File: src/rtl/reg_file_pkg.sv
// Shared widths and sizes for the RV32I_Zicsr integer register file and its scoreboard.
package reg_file_pkg;

  localparam int unsigned DATA_W = 32;
  localparam int unsigned ADDR_W = 5;
  localparam int unsigned NREG   = 32;
  localparam int unsigned PCNT_W = 2;

endpackage : reg_file_pkg

File: src/rtl/reg_scoreboard.sv
// Per-register pending-writer counters with flush, plus the decode hazard and structural stall.
module reg_scoreboard
  import reg_file_pkg::*;
#(
  parameter int unsigned XADDR = ADDR_W,
  parameter int unsigned PCNTW = PCNT_W
) (
  input  logic             i_clk,
  input  logic             i_rst_n,
  input  logic [XADDR-1:0] i_rd_addr,
  input  logic             i_rd_write,
  input  logic [XADDR-1:0] i_rs1_addr,
  input  logic             i_rs1_read,
  input  logic [XADDR-1:0] i_rs2_addr,
  input  logic             i_rs2_read,
  input  logic             i_issue,
  input  logic [XADDR-1:0] i_issue_rd,
  input  logic             i_issue_write,
  input  logic             i_flush,
  output logic             o_stall
);

  localparam int unsigned NR = 1 << XADDR;
  localparam logic [PCNTW-1:0] PMAX = '1;
  localparam logic [PCNTW-1:0] PONE = PCNTW'(1);

  logic [PCNTW-1:0] pend_q [NR];
  logic [PCNTW-1:0] pend_d [NR];

  logic haz1_c;
  logic haz2_c;
  logic struct_c;
  logic issue_ok_c;
  logic retire_c;

  // A single outstanding writer landing this cycle is forwarded by the bypass, so no hazard.
  always_comb begin
    haz1_c   = i_rs1_read && (i_rs1_addr != '0) && (pend_q[i_rs1_addr] != '0) &&
               !((pend_q[i_rs1_addr] == PONE) && i_rd_write && (i_rd_addr == i_rs1_addr));
    haz2_c   = i_rs2_read && (i_rs2_addr != '0) && (pend_q[i_rs2_addr] != '0) &&
               !((pend_q[i_rs2_addr] == PONE) && i_rd_write && (i_rd_addr == i_rs2_addr));
    struct_c = i_issue_write && (i_issue_rd != '0) && (pend_q[i_issue_rd] == PMAX);
  end

  assign o_stall    = i_issue && (haz1_c || haz2_c || struct_c);
  assign issue_ok_c = i_issue && !o_stall && i_issue_write && (i_issue_rd != '0);
  assign retire_c   = i_rd_write && (i_rd_addr != '0) && (pend_q[i_rd_addr] != '0);

  // Issue and retire on the same register cancel; flush wins over both.
  always_comb begin
    pend_d = pend_q;
    for (int unsigned r = 0; r < NR; r++) begin
      if (i_flush || (r == 0)) begin
        pend_d[r] = '0;
      end else if (issue_ok_c && (i_issue_rd == XADDR'(r)) &&
                   !(retire_c && (i_rd_addr == XADDR'(r)))) begin
        pend_d[r] = pend_q[r] + PONE;
      end else if (retire_c && (i_rd_addr == XADDR'(r)) &&
                   !(issue_ok_c && (i_issue_rd == XADDR'(r)))) begin
        pend_d[r] = pend_q[r] - PONE;
      end
    end
  end

  always_ff @(posedge i_clk or negedge i_rst_n) begin
    if (!i_rst_n) begin
      for (int unsigned r = 0; r < NR; r++) begin
        pend_q[r] <= '0;
      end
    end else begin
      pend_q <= pend_d;
    end
  end

  // The structural stall must keep every counter from wrapping.
  always @(posedge i_clk) begin
    if (i_rst_n && issue_ok_c) begin
      assert (pend_q[i_issue_rd] != PMAX);
    end
  end

endmodule : reg_scoreboard

File: src/rtl/reg_file.sv
// Integer register file: storage array, write-to-read bypass read ports and pending-writer scoreboard.
module reg_file
  import reg_file_pkg::*;
#(
  parameter int unsigned XLEN  = DATA_W,
  parameter int unsigned XADDR = ADDR_W,
  parameter int unsigned PCNTW = PCNT_W
) (
  input  logic             i_clk,
  input  logic             i_rst_n,
  input  logic [XADDR-1:0] i_rd_addr,
  input  logic             i_rd_write,
  input  logic [XLEN-1:0]  i_rd_data,
  input  logic [XADDR-1:0] i_rs1_addr,
  input  logic             i_rs1_read,
  input  logic [XADDR-1:0] i_rs2_addr,
  input  logic             i_rs2_read,
  input  logic             i_issue,
  input  logic [XADDR-1:0] i_issue_rd,
  input  logic             i_issue_write,
  input  logic             i_flush,
  output logic [XLEN-1:0]  o_rs1_data,
  output logic [XLEN-1:0]  o_rs2_data,
  output logic             o_stall
);

  localparam int unsigned NR = 1 << XADDR;

  logic [XLEN-1:0] regs_q [NR];
  logic            wr_en_c;

  assign wr_en_c = i_rd_write && (i_rd_addr != '0);

  // Entry 0 is held at zero by never being written.
  always_ff @(posedge i_clk or negedge i_rst_n) begin
    if (!i_rst_n) begin
      for (int unsigned r = 0; r < NR; r++) begin
        regs_q[r] <= '0;
      end
    end else if (wr_en_c) begin
      regs_q[i_rd_addr] <= i_rd_data;
    end
  end

  always_comb begin
    o_rs1_data = regs_q[i_rs1_addr];
    o_rs2_data = regs_q[i_rs2_addr];
    if (wr_en_c && (i_rd_addr == i_rs1_addr)) o_rs1_data = i_rd_data;
    if (wr_en_c && (i_rd_addr == i_rs2_addr)) o_rs2_data = i_rd_data;
    if (i_rs1_addr == '0) o_rs1_data = '0;
    if (i_rs2_addr == '0) o_rs2_data = '0;
  end

  reg_scoreboard #(
    .XADDR (XADDR),
    .PCNTW (PCNTW)
  ) u_scoreboard (
    .i_clk         (i_clk),
    .i_rst_n       (i_rst_n),
    .i_rd_addr     (i_rd_addr),
    .i_rd_write    (i_rd_write),
    .i_rs1_addr    (i_rs1_addr),
    .i_rs1_read    (i_rs1_read),
    .i_rs2_addr    (i_rs2_addr),
    .i_rs2_read    (i_rs2_read),
    .i_issue       (i_issue),
    .i_issue_rd    (i_issue_rd),
    .i_issue_write (i_issue_write),
    .i_flush       (i_flush),
    .o_stall       (o_stall)
  );

endmodule : reg_file

File: config.mk
export PLATFORM = sky130hd
export DESIGN_NAME = reg_file
export DESIGN_NICKNAME = d
export VERILOG_FILES = /design/src/rtl/reg_file_pkg.sv /design/src/rtl/reg_scoreboard.sv /design/src/rtl/reg_file.sv
export SDC_FILE = /design/constraint.sdc
export NUM_CORES = 2
export LEC_CHECK = 0
export ABC_AREA = 1
export CAP_MARGIN = 20
export CORE_MARGIN = 1.5
export CORE_UTILIZATION = 50
export CTS_BUF_LIST = sky130_fd_sc_hd__clkbuf_2
export DETAILED_ROUTE_END_ITERATION = 8
export MAX_ROUTING_LAYER = met4
export PLACE_DENSITY = 0.66
export SLEW_MARGIN = 20
export SYNTH_ARGS = -nofsm -noshare
export SYNTH_HDL_FRONTEND = slang
export SYNTH_SLANG_ARGS = --single-unit
File: constraint.sdc
create_clock -name i_clk -period 3.84 [get_ports i_clk]
set_clock_uncertainty 0.05 [all_clocks]
set_input_delay 0.768 -clock i_clk [delete_from_list [all_inputs] [get_ports i_clk]]
set_output_delay 0.768 -clock i_clk [all_outputs]
set_load 0.02 [all_outputs]
[Word level (Yosys, flattened, before mapping)]
Index checks and enable logic that the tools add are counted.
Word-level totals
  output and inout port bits: 65
  register bits after elaboration: 1086
  input port bits: 60
  word-level logic and storage cells: 571
Cells by class
  equality and inequality tests: 67
  reduce and logical (&&, ||, !) cells: 252
  bitwise gates (word level): 4
  $lt $le $gt $ge: 5
  mux-type cells: 118
  $add $sub $neg: 62
Operator list (number)
  $bwmux W1024: 1
  $bmux W32 S5: 2
  $mux W32: 9
  $mux W2: 101
  $demux W32 S5: 1
  $eq A5 B5 Y1 const B: 32
  $logic_and A1 B1 Y1: 145
  $reduce_bool A3 Y1: 31
  $eq A5 B4 Y1 const B: 16
  $logic_not A1 Y1: 65
  $add A2 B1 Y2 const B: 31
  $sub A2 B1 Y2 const B: 31
  $bmux W2 S5: 4
  $eq A5 B3 Y1 const B: 8
  $ge A6 B6 Y1 const B: 4
  $not A5 Y6: 4
  $eq A5 B2 Y1 const B: 4
  $reduce_bool A5 Y1: 4
  $eq A5 B1 Y1 const B: 2
  $eq A5 B5 Y1: 2
  $logic_not A5 Y1: 2
  $lt A6 B1 Y1 const B: 1
  $reduce_bool A2 Y1: 3
  $eq A2 B1 Y1 const B: 2
  2 further kinds: 3

[Logic depth before layout (Yosys ltp)]
  depth after elaboration: 22
  gate-level depth with buffers: 22
  mapped depth without buffers: 21

[By module]
Synthesis repeated with hierarchy kept, for this count alone.
Unflattened totals
  cell total of the unflattened synthesis: 10135
  area total of the unflattened synthesis: 66740.3 um2
Modules (own cells, without submodules)
  reg_file: seq. area each 25624.6 um2, instances 1, cells each 8853, area an instance 59550.9 um2
  reg_scoreboard: seq. area each 1551.5 um2, instances 1, cells each 1282, area an instance 7189.4 um2

[Least setup slack after synthesis]
No wires, ideal clock.
  path kind: input port to output port
  start point: input port i_rs2_addr[0]
  end point: output port o_rs2_data[15]
  required time: 3.022 ns
  stages: 11
  path buffers: 5
  arrival: 2.604 ns
  setup slack: 0.418 ns
  path through: buf_4 -> buf_2 -> clkbuf_1 -> clkbuf_1 -> clkbuf_1 -> nor2_1 -> o22ai_1 -> nand2_1 -> a211oi_1 -> o31ai_1 -> inv_1
Between the ends
  word-level cells in the longest chain between the ends: 6
  elaborated cells between the ends (all ways): 9
  classes of those cells: eq/ne: 1; mux: 5; bitwise: 1; reduce/logical: 2
Ends and longest elaborated chain
  from (decl): RTL line reg_file.sv:16  | input logic [XADDR-1:0] i_rs2_addr,
  $not A5 Y6 (not written as such): RTL line reg_file.sv:47  | o_rs2_data = regs_q[i_rs2_addr];
  $bmux W32 S5: RTL line reg_file.sv:47
  $mux W32 (not written as such) (2 in series): RTL line reg_file.sv:47
  $mux W32: RTL line reg_file.sv:49  | if (wr_en_c && (i_rd_addr == i_rs2_addr)) o_rs2_data = i_rd_data;
  $mux W32 *: RTL line reg_file.sv:51  | if (i_rs2_addr == '0) o_rs2_data = '0;
  to (decl): RTL line reg_file.sv:23  | output logic [XLEN-1:0] o_rs2_data,
Every way passes the cells marked *; elsewhere a longest branch is shown, timed or not. The select of a mux whose other input is x is not followed.

[Final worst setup path]
  start point: register regs_q[175] (netlist name)
  end point: output port o_rs2_data[15]
Between the ends
  word-level cells in the longest chain between the ends: 5
Ends and longest elaborated chain
  from (decl): RTL line reg_file.sv:29  | logic [XLEN-1:0] regs_q [NR];
  from (signal, indexed assignment): RTL line reg_file.sv:41  | regs_q[i_rd_addr] <= i_rd_data;
  $bmux W32 S5: RTL line reg_file.sv:47
  $mux W32 (not written as such) (2 in series): RTL line reg_file.sv:47
  $mux W32: RTL line reg_file.sv:49
  $mux W32: RTL line reg_file.sv:51
Every way passes these cells. The select of a mux whose other input is x is not followed.

==> results.yml <==
outcome:
  outcome: "finished, violations left"
  failed_checks: "DRC, hold timing, setup timing"
power_and_ir_drop:
  vdd_drop_max_uv: 341
  totalPowerFinal_mw: 32.0
  power.switching_mw: 11.9
  p_seq_share_pct: 47.5
  p_int_mw: 20.0
  power_density_nw_per_um2: 421
  clockPowerShare_pct: 26.2
  p_comb_share_pct: 26.3
  swShare_pct: 37.3
  p_leak_nw: 34.9
finish:
  drive_above_1_share_pct: 22.1
  fin_nets: 8932
  regArea_um2: 27200
  stdcell_area_um2: 75800
  areaGrowthSynthToFinish_pct: 25.5
  multi_input_area_um2: 32300
  n_fill_cell: 10700
  instances_no_fill: 10700
  final_util_pct: 63.3
yosys:
  syn_nets: 8402
  syn_avg_cell_area_um2: 7.24
  yosys-top-cells-count: "nand2_1, o21ai_0, dfrtp_1, nor2_1, clkbuf_1"
  yosysWarnings: 0
  synth_edf_count: 0
  synth_top_flop_cell: "dfrtp_1"
  ys_seq_area_share_pct: 45.0
  ys_seq_elements: 1086
  yosysMostFrequentCell: "nand2_1"
  yosysTopAreaCell: "dfrtp_1"
  synth.top_cell.area_share_pct: 45.0
  synth_cells: 8342
  netlist_top_cells_area: "dfrtp_1, o21ai_0, nand2_1"
  synth_cell_types: 41
  synthArstFlopShare_pct: 100
  syn_area_um2: 60400
floorplan:
  start_util_pct: 50.4
  die_w_um: 351
  ioPinCount: 125
  die_y_um: 351
  die_area_um2: 123000
  core_region_area_um2: 120000
  rows: 127
setup_path:
  critPathBufInv: 2
  path_class: "reg2out"
  startpoint_type: "flop"
  max_stage_delay_ns: 0.55
  cpLargestDelayFamily: "compound AO/OA/AOI/OAI gates"
  endpoint_kind: "primary output"
  cp_max_fo: 3
  critPathArrivalTime_ns: 3.53
  cp_slowest_cell: "a211oi_4"
  crit_path_cell_trace: "o21ai_0 > o22ai_1 > nand2_1 > a211oi_4 > o31ai_4 > inv_1 > buf_6"
  critPathRequiredTime_ns: 3.02
sta:
  postLayoutSetupSlackWorst_ns: -0.504
  tns_ns: -15.57
  hold_slack_ns: -0.0735
  timing.fmax_mhz: 230
  timing.final.crit_share_pct: 113
  period_minus_slack_ns: 4.34
  rsz0062_at_grt: "true"
  worst_pin_slew_ns: 1.25
  slew_viol_final: 0
  setup_viol: 65
  relSlewSlack_pct: 16.8
  finalHoldViolCount: 7
cts:
  clock_path_buffers: 4
  cts_buffers: 310
  root_buffer: "clkbuf_2"
  clock_sinks: 1086
  cts_tree: "yes"
  clkLatencyLatePin_ns: 1.77
  htree_levels: 5
  cts.clk_slew.worst_paths_ns: 0.10
drt:
  dr.pass1.iters: 9
  drtAntennaViolNets: 0
  routed_via_density: 6.47
  drt_iter0_markers: 11400
  drt_wl_total_um: 278000
  wire_per_inst_um: 26.0
  drc: 1
  vias: 69100
run:
  cap_violations: 0
grt:
  antenna_found_initial: 7
  grt_max_degree: 82
  grt-ovfl-total: 0
  grt_first_pass_wirelength_um: 407000
  grt_usage_pct: 45.4
  grt_pass1_vias: 63900
hold_path:
  hold_path.class: "in2reg"
place:
  place_inst: 10000
  pre_cts_ws_ns: -1.01
  io_buffers: 124
  dp_hpwl_um: 175000
  routabilityCongestion: 1.05
  dpl_cell_area_um2: 69100
worst min-delay path: stages:
cell            delay (ns)
dlymetal6s2s_1        0.14
inv_1                 0.11
nand2_1               0.11
buf_12                0.14
nor2_1                0.10
nand3_1               0.15
nand4_1               0.09
nand2_1               0.07
final timing paths:
| kind | from | slack (ns) | end | cells after the start |
|---|---|---|---|---|
| min in group asynchronous | i_rst_n | 0.32 | regs_q[448] | 4 |
| worst min register to register | regs_q[1022] | 0.36 | regs_q[1022] | 0 |
| worst max register to register | u_scoreboard.pend_q[35] | 0.36 | u_scoreboard.pend_q[26] | 20 |
| worst min-delay path | i_rd_addr[1] | -0.07 | u_scoreboard.pend_q[13] | 8 |
| worst max-delay path | regs_q[175] | -0.50 | o_rs2_data[15] | 7 |
| max in group asynchronous | i_rst_n | 2.35 | regs_q[1001] | 6 |
state kept, by name, indices dropped and copies added, names as in the netlist:
signal               count
u_scoreboard.pend_q     62
regs_q                1024
timing repair:
action | in CTS | in global routing
hold buffers | 16 | 0
gates resized for setup | 847 | 494
hold endpoints to repair | 1268 | 0
endpoints found under the setup margin | 65 | 65
buffers inserted | 76 | 83
gates cloned | 0 | 0
pin swaps | 285 | 370
layer usage:
layer / wire length [um] / vias to the layer above / global-route usage, %
li1: - / 29700 / -
met1: 103000 / 32600 / 58.4
met2: 115000 / 5482 / 62.5
met5: 0 / - / -
met4: 20100 / 0 / 29.2
met3: 40200 / 1287 / 12.9
cells in the final DEF (no fill, tap or decap), drive strengths merged, types with 34 or more instances in the layout:
| master | count |
|---|---|
| nor2 | 919 |
| nand2 | 2031 |
| a311oi | 34 |
| inv | 268 |
| clkinv | 67 |
| o211ai | 146 |
| o22ai | 380 |
| clkdlybuf4s50 | 46 |
| o21ai | 1650 |
| buf | 940 |
| nand4 | 58 |
| clkbuf | 423 |
| dfrtp | 1086 |
| nand3 | 333 |
| a21oi | 416 |
| o221ai | 103 |
power by group through the flow:
stage          Clock [mW]  Sequential, mW  Combinational [mW]
2_1_floorplan           0            14.8                4.26
3_3_place_gp            0            15.2                6.88
3_5_place_dp            0            15.2                7.05
4_1_cts              8.42            15.0                7.61
5_1_grt              9.00            15.4                9.13
6_report             8.37            15.2                8.39
kinds of logic (layout without fill, tap and decap cells):
family	count (synthesis)	count (layout)	synth area share, %
flops	1086	1086	45.0
simple gates	3387	3387	22.3
xor+xnor	7	7	0.101
buf+inv	1051	1764	6.73
compound gates	2811	2811	25.9
other cells	0	12	0
layout make-up:
cell class,count,share of cell area [%]
Inverter,266,1.37
Clock buffer,423,2.79
Multi-Input combinational cell,6205,42.6
Clock inverter,72,0.465
Tap cell,1612,2.66
Sequential cell,1086,35.9
Antenna cell,12,0.0396
Timing Repair Buffer,1003,14.2
No activity file was read; power rests on OpenSTA's default activity.
